[config.mk]
export PLATFORM = sky130hd
export DESIGN_NAME = pd_header_buffer_flat
export DESIGN_NICKNAME = d
export VERILOG_FILES = /design/src/rtl/pd_miner_pkg.sv /design/src/rtl/pd_header_buffer_if.sv /design/src/rtl/pd_hdr_bank.sv /design/src/rtl/pd_header_buffer.sv /design/src/flat_wrapper.sv
export SDC_FILE = /design/constraint.sdc
export NUM_CORES = 1
export LEC_CHECK = 0
export ABC_CLOCK_PERIOD_IN_PS = 3800
export CAP_MARGIN = 30
export CORE_MARGIN = 4
export CORE_UTILIZATION = 55
export DETAILED_ROUTE_END_ITERATION = 10
export PLACE_DENSITY = 0.79
export SYNTH_ARGS = -nofsm -noshare
export SYNTH_HDL_FRONTEND = slang
export SYNTH_SLANG_ARGS = --single-unit
export TNS_END_PERCENT = 1
[constraint.sdc]
create_clock -name clk -period 3.8 [get_ports clk]
set_input_delay 0.38 -clock clk [delete_from_list [all_inputs] [get_ports clk]]
set_output_delay 0.38 -clock clk [all_outputs]
set_load 0.01 [all_outputs]
[src/rtl/pd_miner_pkg.sv]
// Shared constants and state types for the block-header buffer.
// Field offsets are byte positions inside the 80-byte block header.
package pd_miner_pkg;

    localparam int VERSION   = 0;
    localparam int PREV_HASH = 4;
    localparam int MERKLE    = 36;
    localparam int TIME      = 68;
    localparam int BITS      = 72;
    localparam int NONCE     = 76;
    localparam int HDR_BYTES = 80;

    typedef enum logic {
        FILLING = 1'b0,
        FULL    = 1'b1
    } fill_state_t;

    typedef enum logic {
        EMPTY   = 1'b0,
        PRESENT = 1'b1
    } read_state_t;

endpackage

[src/rtl/pd_header_buffer_if.sv]
// Byte-write port and header presentation port of pd_header_buffer, plus FSM debug taps.
// The header is held while o_hdr_valid=1 until an edge samples i_hdr_ready=1 (that edge is the release).
interface pd_header_buffer_if
    import pd_miner_pkg::*;
#(
    parameter int NUM_BYTES    = HDR_BYTES,
    parameter int CHUNK1_BYTES = 64,
    parameter int DIFF_OFFSET  = BITS,
    parameter int DIFF_BYTES   = 4,
    parameter int ADDR_W       = $clog2(NUM_BYTES)
) ();

    logic                                     i_data_en;
    logic [7:0]                               i_data;
    logic [ADDR_W-1:0]                        i_data_sel;
    logic                                     i_hdr_ready;
    logic                                     o_wr_ready;
    logic                                     o_hdr_valid;
    logic [CHUNK1_BYTES-1:0][7:0]             o_chunk_1;
    logic [NUM_BYTES-CHUNK1_BYTES-1:0][7:0]   o_chunk_2;
    logic [DIFF_BYTES-1:0][7:0]               o_difficulty;
    logic                                     o_err_addr;
    logic                                     o_overflow;

    fill_state_t                              dbg_fill_state;
    read_state_t                              dbg_read_state;
    logic                                     dbg_ptr;
    logic [1:0]                               dbg_complete;

    modport master (
        output i_data_en, i_data, i_data_sel, i_hdr_ready,
        input  o_wr_ready, o_hdr_valid, o_chunk_1, o_chunk_2, o_difficulty,
        input  o_err_addr, o_overflow,
        input  dbg_fill_state, dbg_read_state, dbg_ptr, dbg_complete
    );

    modport slave (
        input  i_data_en, i_data, i_data_sel, i_hdr_ready,
        output o_wr_ready, o_hdr_valid, o_chunk_1, o_chunk_2, o_difficulty,
        output o_err_addr, o_overflow,
        output dbg_fill_state, dbg_read_state, dbg_ptr, dbg_complete
    );

endinterface

[src/rtl/pd_hdr_bank.sv]
// One header bank: byte storage plus a per-byte written bitmap.
// fill_done flags the write that sets the last missing bitmap bit, on the same edge.
module pd_hdr_bank #(
    parameter int NUM_BYTES = 80,
    parameter int ADDR_W    = $clog2(NUM_BYTES)
) (
    input  logic                         clk,
    input  logic                         rst,
    input  logic                         clear,
    input  logic                         wr_en,
    input  logic [ADDR_W-1:0]            wr_addr,
    input  logic [7:0]                   wr_data,
    output logic [NUM_BYTES-1:0][7:0]    data,
    output logic                         fill_done,
    output logic                         complete
);

    logic [NUM_BYTES-1:0] bitmap;
    logic [NUM_BYTES-1:0] bit_sel;

    assign bit_sel   = NUM_BYTES'(1) << wr_addr;
    assign fill_done = wr_en && (&(bitmap | bit_sel));
    assign complete  = &bitmap;

    always_ff @(posedge clk) begin
        if (rst || clear) begin
            bitmap <= '0;
        end else if (wr_en) begin
            bitmap <= bitmap | bit_sel;
        end
    end

    // Storage is deliberately not reset; only the bitmap decides completeness.
    always_ff @(posedge clk) begin
        if (wr_en && !rst) begin
            data[wr_addr] <= wr_data;
        end
    end

endmodule

[src/rtl/pd_header_buffer.sv]
// Double-buffered 80-byte header assembler: one bank fills while the other is presented.
// ptr names the read bank; the fill bank is always the other one.
module pd_header_buffer
    import pd_miner_pkg::*;
#(
    parameter int NUM_BYTES    = HDR_BYTES,
    parameter int CHUNK1_BYTES = 64,
    parameter int DIFF_OFFSET  = BITS,
    parameter int DIFF_BYTES   = 4,
    parameter int ADDR_W       = $clog2(NUM_BYTES)
) (
    input  logic              clk,
    input  logic              rst,
    pd_header_buffer_if.slave bus
);

    if (CHUNK1_BYTES >= NUM_BYTES || DIFF_OFFSET + DIFF_BYTES > NUM_BYTES) begin : g_bad_params
        $error("pd_header_buffer: CHUNK1_BYTES or difficulty field outside the header");
    end

    fill_state_t fill_q, fill_nxt;
    read_state_t read_q, read_nxt;
    logic        ptr, ptr_nxt;
    logic        wr_ready, hdr_valid;
    logic        in_range, wr_ok, release_hdr, fill_done, swap;
    logic        err_q, ovf_q;

    logic [1:0]                      bank_wr, bank_clr, bank_done, bank_complete;
    logic [NUM_BYTES-1:0][7:0]       bank_data [2];
    logic [NUM_BYTES-1:0][7:0]       rd_data;

    assign in_range    = 32'(bus.i_data_sel) < 32'(NUM_BYTES);
    assign wr_ok       = bus.i_data_en && wr_ready && in_range;
    assign release_hdr = hdr_valid && bus.i_hdr_ready;
    assign fill_done   = ptr ? bank_done[0] : bank_done[1];

    for (genvar b = 0; b < 2; b++) begin : g_bank
        assign bank_wr[b]  = wr_ok && (ptr != 1'(b));
        assign bank_clr[b] = swap && (ptr == 1'(b));

        pd_hdr_bank #(
            .NUM_BYTES (NUM_BYTES),
            .ADDR_W    (ADDR_W)
        ) u_bank (
            .clk       (clk),
            .rst       (rst),
            .clear     (bank_clr[b]),
            .wr_en     (bank_wr[b]),
            .wr_addr   (bus.i_data_sel),
            .wr_data   (bus.i_data),
            .data      (bank_data[b]),
            .fill_done (bank_done[b]),
            .complete  (bank_complete[b])
        );
    end

    always_ff @(posedge clk) begin
        if (rst) begin
            fill_q <= FILLING;
            read_q <= EMPTY;
            ptr    <= 1'b0;
            err_q  <= 1'b0;
            ovf_q  <= 1'b0;
        end else begin
            fill_q <= fill_nxt;
            read_q <= read_nxt;
            ptr    <= ptr_nxt;
            err_q  <= bus.i_data_en && !in_range;
            ovf_q  <= bus.i_data_en && in_range && !wr_ready;
        end
    end

    // A swap hands the completed fill bank to the reader and recycles the old read bank.
    always_comb begin
        fill_nxt = fill_q;
        read_nxt = read_q;
        swap     = 1'b0;
        if (fill_q == FILLING && fill_done) begin
            if (read_q == EMPTY || release_hdr) begin
                swap     = 1'b1;
                read_nxt = PRESENT;
            end else begin
                fill_nxt = FULL;
            end
        end else if (release_hdr) begin
            if (fill_q == FULL) begin
                swap     = 1'b1;
                fill_nxt = FILLING;
                read_nxt = PRESENT;
            end else begin
                read_nxt = EMPTY;
            end
        end
        ptr_nxt = ptr ^ swap;
    end

    always_comb begin
        wr_ready  = (fill_q == FILLING);
        hdr_valid = (read_q == PRESENT);
        rd_data   = bank_data[ptr];
    end

    assign bus.o_wr_ready     = wr_ready;
    assign bus.o_hdr_valid    = hdr_valid;
    assign bus.o_chunk_1      = rd_data[CHUNK1_BYTES-1:0];
    assign bus.o_chunk_2      = rd_data[NUM_BYTES-1:CHUNK1_BYTES];
    assign bus.o_difficulty   = rd_data[DIFF_OFFSET+DIFF_BYTES-1:DIFF_OFFSET];
    assign bus.o_err_addr     = err_q;
    assign bus.o_overflow     = ovf_q;
    assign bus.dbg_fill_state = fill_q;
    assign bus.dbg_read_state = read_q;
    assign bus.dbg_ptr        = ptr;
    assign bus.dbg_complete   = bank_complete;

endmodule

[src/flat_wrapper.sv]
// flat-port wrapper written by rule: the top's interface ports become plain ports
module pd_header_buffer_flat import pd_miner_pkg::*;
#(
    parameter int NUM_BYTES    = HDR_BYTES,
    parameter int CHUNK1_BYTES = 64,
    parameter int DIFF_OFFSET  = BITS,
    parameter int DIFF_BYTES   = 4,
    parameter int ADDR_W       = $clog2(NUM_BYTES)
)
  (clk, rst, bus_i_data_en, bus_i_data, bus_i_data_sel, bus_i_hdr_ready, bus_o_wr_ready, bus_o_hdr_valid, bus_o_chunk_1, bus_o_chunk_2, bus_o_difficulty, bus_o_err_addr, bus_o_overflow, bus_dbg_fill_state, bus_dbg_read_state, bus_dbg_ptr, bus_dbg_complete);
  pd_header_buffer_if #(.NUM_BYTES(NUM_BYTES), .CHUNK1_BYTES(CHUNK1_BYTES), .DIFF_OFFSET(DIFF_OFFSET), .DIFF_BYTES(DIFF_BYTES), .ADDR_W(ADDR_W)) bus_i ();
  input  logic clk;
  input  logic rst;
  input wire logic [$bits(bus_i.i_data_en)-1:0] bus_i_data_en;
  input wire logic [$bits(bus_i.i_data)-1:0] bus_i_data;
  input wire logic [$bits(bus_i.i_data_sel)-1:0] bus_i_data_sel;
  input wire logic [$bits(bus_i.i_hdr_ready)-1:0] bus_i_hdr_ready;
  output wire logic [$bits(bus_i.o_wr_ready)-1:0] bus_o_wr_ready;
  output wire logic [$bits(bus_i.o_hdr_valid)-1:0] bus_o_hdr_valid;
  output wire logic [$bits(bus_i.o_chunk_1)-1:0] bus_o_chunk_1;
  output wire logic [$bits(bus_i.o_chunk_2)-1:0] bus_o_chunk_2;
  output wire logic [$bits(bus_i.o_difficulty)-1:0] bus_o_difficulty;
  output wire logic [$bits(bus_i.o_err_addr)-1:0] bus_o_err_addr;
  output wire logic [$bits(bus_i.o_overflow)-1:0] bus_o_overflow;
  output wire logic [$bits(bus_i.dbg_fill_state)-1:0] bus_dbg_fill_state;
  output wire logic [$bits(bus_i.dbg_read_state)-1:0] bus_dbg_read_state;
  output wire logic [$bits(bus_i.dbg_ptr)-1:0] bus_dbg_ptr;
  output wire logic [$bits(bus_i.dbg_complete)-1:0] bus_dbg_complete;
  assign bus_i.i_data_en = bus_i_data_en;
  assign bus_i.i_data = bus_i_data;
  assign bus_i.i_data_sel = bus_i_data_sel;
  assign bus_i.i_hdr_ready = bus_i_hdr_ready;
  assign bus_o_wr_ready = bus_i.o_wr_ready;
  assign bus_o_hdr_valid = bus_i.o_hdr_valid;
  assign bus_o_chunk_1 = bus_i.o_chunk_1;
  assign bus_o_chunk_2 = bus_i.o_chunk_2;
  assign bus_o_difficulty = bus_i.o_difficulty;
  assign bus_o_err_addr = bus_i.o_err_addr;
  assign bus_o_overflow = bus_i.o_overflow;
  assign bus_dbg_fill_state = bus_i.dbg_fill_state;
  assign bus_dbg_read_state = bus_i.dbg_read_state;
  assign bus_dbg_ptr = bus_i.dbg_ptr;
  assign bus_dbg_complete = bus_i.dbg_complete;
  pd_header_buffer #(.NUM_BYTES(NUM_BYTES), .CHUNK1_BYTES(CHUNK1_BYTES), .DIFF_OFFSET(DIFF_OFFSET), .DIFF_BYTES(DIFF_BYTES), .ADDR_W(ADDR_W)) u_core (.clk(clk), .rst(rst), .bus(bus_i));
endmodule
==> run_results.csv <==
group,metric,value,unit
logic_synthesis,ys_seq_elements,1445,
logic_synthesis,synth_area_leaders,"edfxtp_1 70%, mux2_2 13%, dfxtp_1 6.0%",
placed_design,place_congestion,0.964,
floorplanning,die_w,324,µm
clock_network,cts_tree,"built",
run_status,status,"finished clean",
clock_network,clkTransAtPathRegs,0.06,ns
global_routing,grt_max_degree,181,
critical_path,reg2reg_slack,0.84,ns
floorplanning,pin_count,700,
detailed_routing,vias_per_cell,5.88,
critical_path,r2r-end,"u_core.g_bank[0].u_bank.bitmap[48]$_SDFFE_PP0P_",
layout,nets,4353,
sta,period_share,93.2,%
logic_synthesis,synth_top_cell_by_area,"edfxtp_1",
critical_path,cp_slowest_cell,"buf_12",
power_and_ir_drop,peakVddDrop,0.000455,V
critical_path,crit_chain,"buf_12 -> mux2_2 -> clkdlybuf4s50_1",
floorplanning,coreArea,98600,µm²
critical_path,criticalPathCategory,"flop to output pin",
power_and_ir_drop,p_int,25.8,mW
sta,final_hold_viol_count,0,
power_and_ir_drop,clkPwrFrac,44.5,%
critical_path,crit_path_end_kind,"output pin",
clock_network,cts_max_level,4,
global_routing,grt_overflow_total,0,
critical_path,worstSetupEndpoint,"bus_o_chunk_1[241]",
sta,relSlewSlack,24.5,%
clock_network,clock-sinks,1445,
logic_synthesis,synthFlopType,"edfxtp_1",
sta,setup_viol,0,
global_routing,grt_pass1_vias,34084,
critical_path,worstPathRequired,3.42,ns
detailed_routing,wl_per_cell,27.3,µm
placed_design,hpwl,102000,µm
logic_synthesis,synth_top_area_share,70.1,%
sta,finalCriticalPeriod,3.54,ns
global_routing,grt_pass1_wl,227000,µm
critical_path,reg2reg_depth,11,
detailed_routing,vias,33780,
detailed_routing,drt-total-wl,157000,µm
logic_synthesis,syn_avg_cell_area,16.8,µm²
global_routing,grtUsageTotal,29.3,%
sta,max_freq,283,MHz
logic_synthesis,yosysMostFrequentCell,"edfxtp_1",
clock_network,cts.root.buffer_cell,"clkbuf_16",
power_and_ir_drop,power.density,454,nW/µm²
clock_network,clk_path_buf_depth,3,
logic_synthesis,yosysSeqAreaShare,76.1,%
detailed_routing,first_pass_iters,6,
floorplanning,die_h,324,µm
clock_network,clock_latency,0.75,ns
layout,drive_above_1_share,30.1,%
logic_synthesis,syn_inst,3272,
power_and_ir_drop,swShare,20.3,%
logic_synthesis,async_flop_share,0,%
floorplanning,die-area,105000,µm²
detailed_routing,drc,0,
sta,fin_skew,0.0212,ns
power_and_ir_drop,seq_power_share,53.4,%
sta,slew_viol_final,0,
power_and_ir_drop,leakage,23.5,nW
detailed_routing,final_antenna_net_count,0,
critical_path,r2r_start,"u_core.g_bank[0].u_bank.bitmap[11]$_SDFFE_PP0P_",
critical_path,setup.worst_path.start,"u_core.bus.dbg_ptr$_SDFF_PP0_",
global_routing,antenna_found_initial,2,
run,maxCapViolations,0,
layout,area_delta_synth_final,29.8,%
logic_synthesis,synth_nets,3293,
floorplanning,initial_utilization,55.6,%
critical_path,slowest_delay,0.59,ns
sta,worst_slew_pin_slew,1.13,ns
logic_synthesis,yosys_warnings,0,
detailed_routing,drt_iter0_markers,3022,
power_and_ir_drop,p_total,32.3,mW
logic_synthesis,syn_area,54800,µm²
logic_synthesis,synth_edf_count,1280,
power_and_ir_drop,power_frac_comb,2.1,%
floorplanning,rows,115,
power_and_ir_drop,power_switching,6.55,mW
logic_synthesis,synth_cell_types,43,
placed_design,dp_slack,-0.278,ns
sta,rsz0062_at_grt,"no",
logic_synthesis,ys_top_cells_by_count,"1280 x edfxtp_1, 640 x mux2_2, 327 x nor2_1",
clock_network,cts_buffers,146,
hold_path,hold_path_class,"input port to flop",
critical_path,critical_path.startpoint_type,"flop",
critical_path,critPathArrivalTime,3.16,ns
placed_design,numPortBuffers,699,
sta,fin_ws,0.260,ns
critical_path,critPathMaxFanout,180,
-- power by group through the flow --
stage               Clock [mW]  Sequential (mW)  Combinational (mW)
floorplan                    0             17.6               0.153
detailed placement           0             17.6               0.670
global placement             0             17.6               0.655
CTS                       14.6             17.3               0.672
finish                    14.4             17.3               0.681
global route              15.3             17.3               0.713
-- sequential cells by signal (all words and copies together), names as in the netlist --
register                     count
u_core.bus.dbg_ptr               1
u_core.g_bank.u_bank.bitmap    160
u_core.bus.o_overflow            1
u_core.bus.o_err_addr            1
u_core.bus.dbg_read_state        1
u_core.g_bank.u_bank.data     1280
u_core.bus.dbg_fill_state        1
-- cells by family after synthesis --
| kind of cell | share of synthesized area (%) |
|---|---|
| muxes | 13.1 |
| and+or+nand+nor | 5.36 |
| DFF | 76.1 |
| AOI/OAI and AO/OA | 3.32 |
| buffers and inverters | 1.97 |
| adders and majority gates | 0.0456 |
-- how the worst min path moves through the flow --
stage                                                    start                                              end  cells after the start
2_1_floorplan  u_core.g_bank[0].u_bank.bitmap[14]$_SDFFE_PP0P_  u_core.g_bank[0].u_bank.bitmap[14]$_SDFFE_PP0P_                      2
3_3_place_gp   u_core.g_bank[0].u_bank.bitmap[45]$_SDFFE_PP0P_  u_core.g_bank[0].u_bank.bitmap[45]$_SDFFE_PP0P_                      2
3_5_place_dp   u_core.g_bank[1].u_bank.bitmap[11]$_SDFFE_PP0P_  u_core.g_bank[1].u_bank.bitmap[11]$_SDFFE_PP0P_                      2
4_1_cts                                          bus_i_data[3]      u_core.g_bank[0].u_bank.data[339]$_DFFE_PP_                      1
5_1_grt                                          bus_i_data[3]      u_core.g_bank[0].u_bank.data[339]$_DFFE_PP_                      1
6_report                                         bus_i_data[3]      u_core.g_bank[1].u_bank.data[339]$_DFFE_PP_                      1
-- final cells by class --
type | count | area [µm²]
timing repair buffer | 1155 | 10900
inverter | 3 | 11.3
clock buffer | 182 | 3930
sequential | 1445 | 41700
fill | 6014 | 27400
multi-input combinational | 1581 | 12100
tap | 1287 | 1610
antenna | 1 | 2.50
clock inverter | 88 | 881
-- metrics by stage --
stage               utilization (%)  hold slack [ns]  TNS (ns)  instance area [µm²]  std cells
detailed placement             67.3            0.481    -47.72                66300       5469
global placement               67.3            0.469    -56.14                66300       5469
global route                   72.2           0.0477         0                71100       5741
CTS                            72.2           0.0110         0                71100       5740
finish                         72.2           0.0543         0                71100       5742
floorplan                         -            0.459         0                54800       3272
-- repair_timing --
action,CTS,global route
buffers inserted,0,0
gates resized for setup,0,0
hold endpoints to repair,15,0
hold buffers,1,0
-- per-layer routing --
| layer | up-vias | track usage [%] | wire length, µm |
|---|---|---|---|
| li1 | 14675 | - | - |
| met1 | 17150 | 38.4 | 61200 |
| met2 | 1620 | 48.5 | 76800 |
| met3 | 333 | 6.64 | 12700 |
| met4 | 2 | 11.0 | 5940 |
| met5 | - | 0 | 13 |
-- placed cells by master (no fill, tap or decap), types with 39 or more instances in the layout --
cell             synthesis  routed
nor4_1                  84      84
nor2_1                 327     327
buf_4                   36     424
dfxtp_1                165     164
clkbuf_16                0     152
buf_12                   0      39
mux2_2                 640     640
nand4_1                 57      57
nand2_1                 84      84
clkdlybuf4s50_1          0     691
edfxtp_1              1280    1280
a21oi_1                185     185
a31oi_1                132     132
-- worst max-delay path, delay by kind of cell, from the launching register on --
kind	cells	cell delay, ns
buffers and inverters	2	1.14
DFF	1	0.49
muxes	1	0.48
Power figures use the tool's default switching activity.
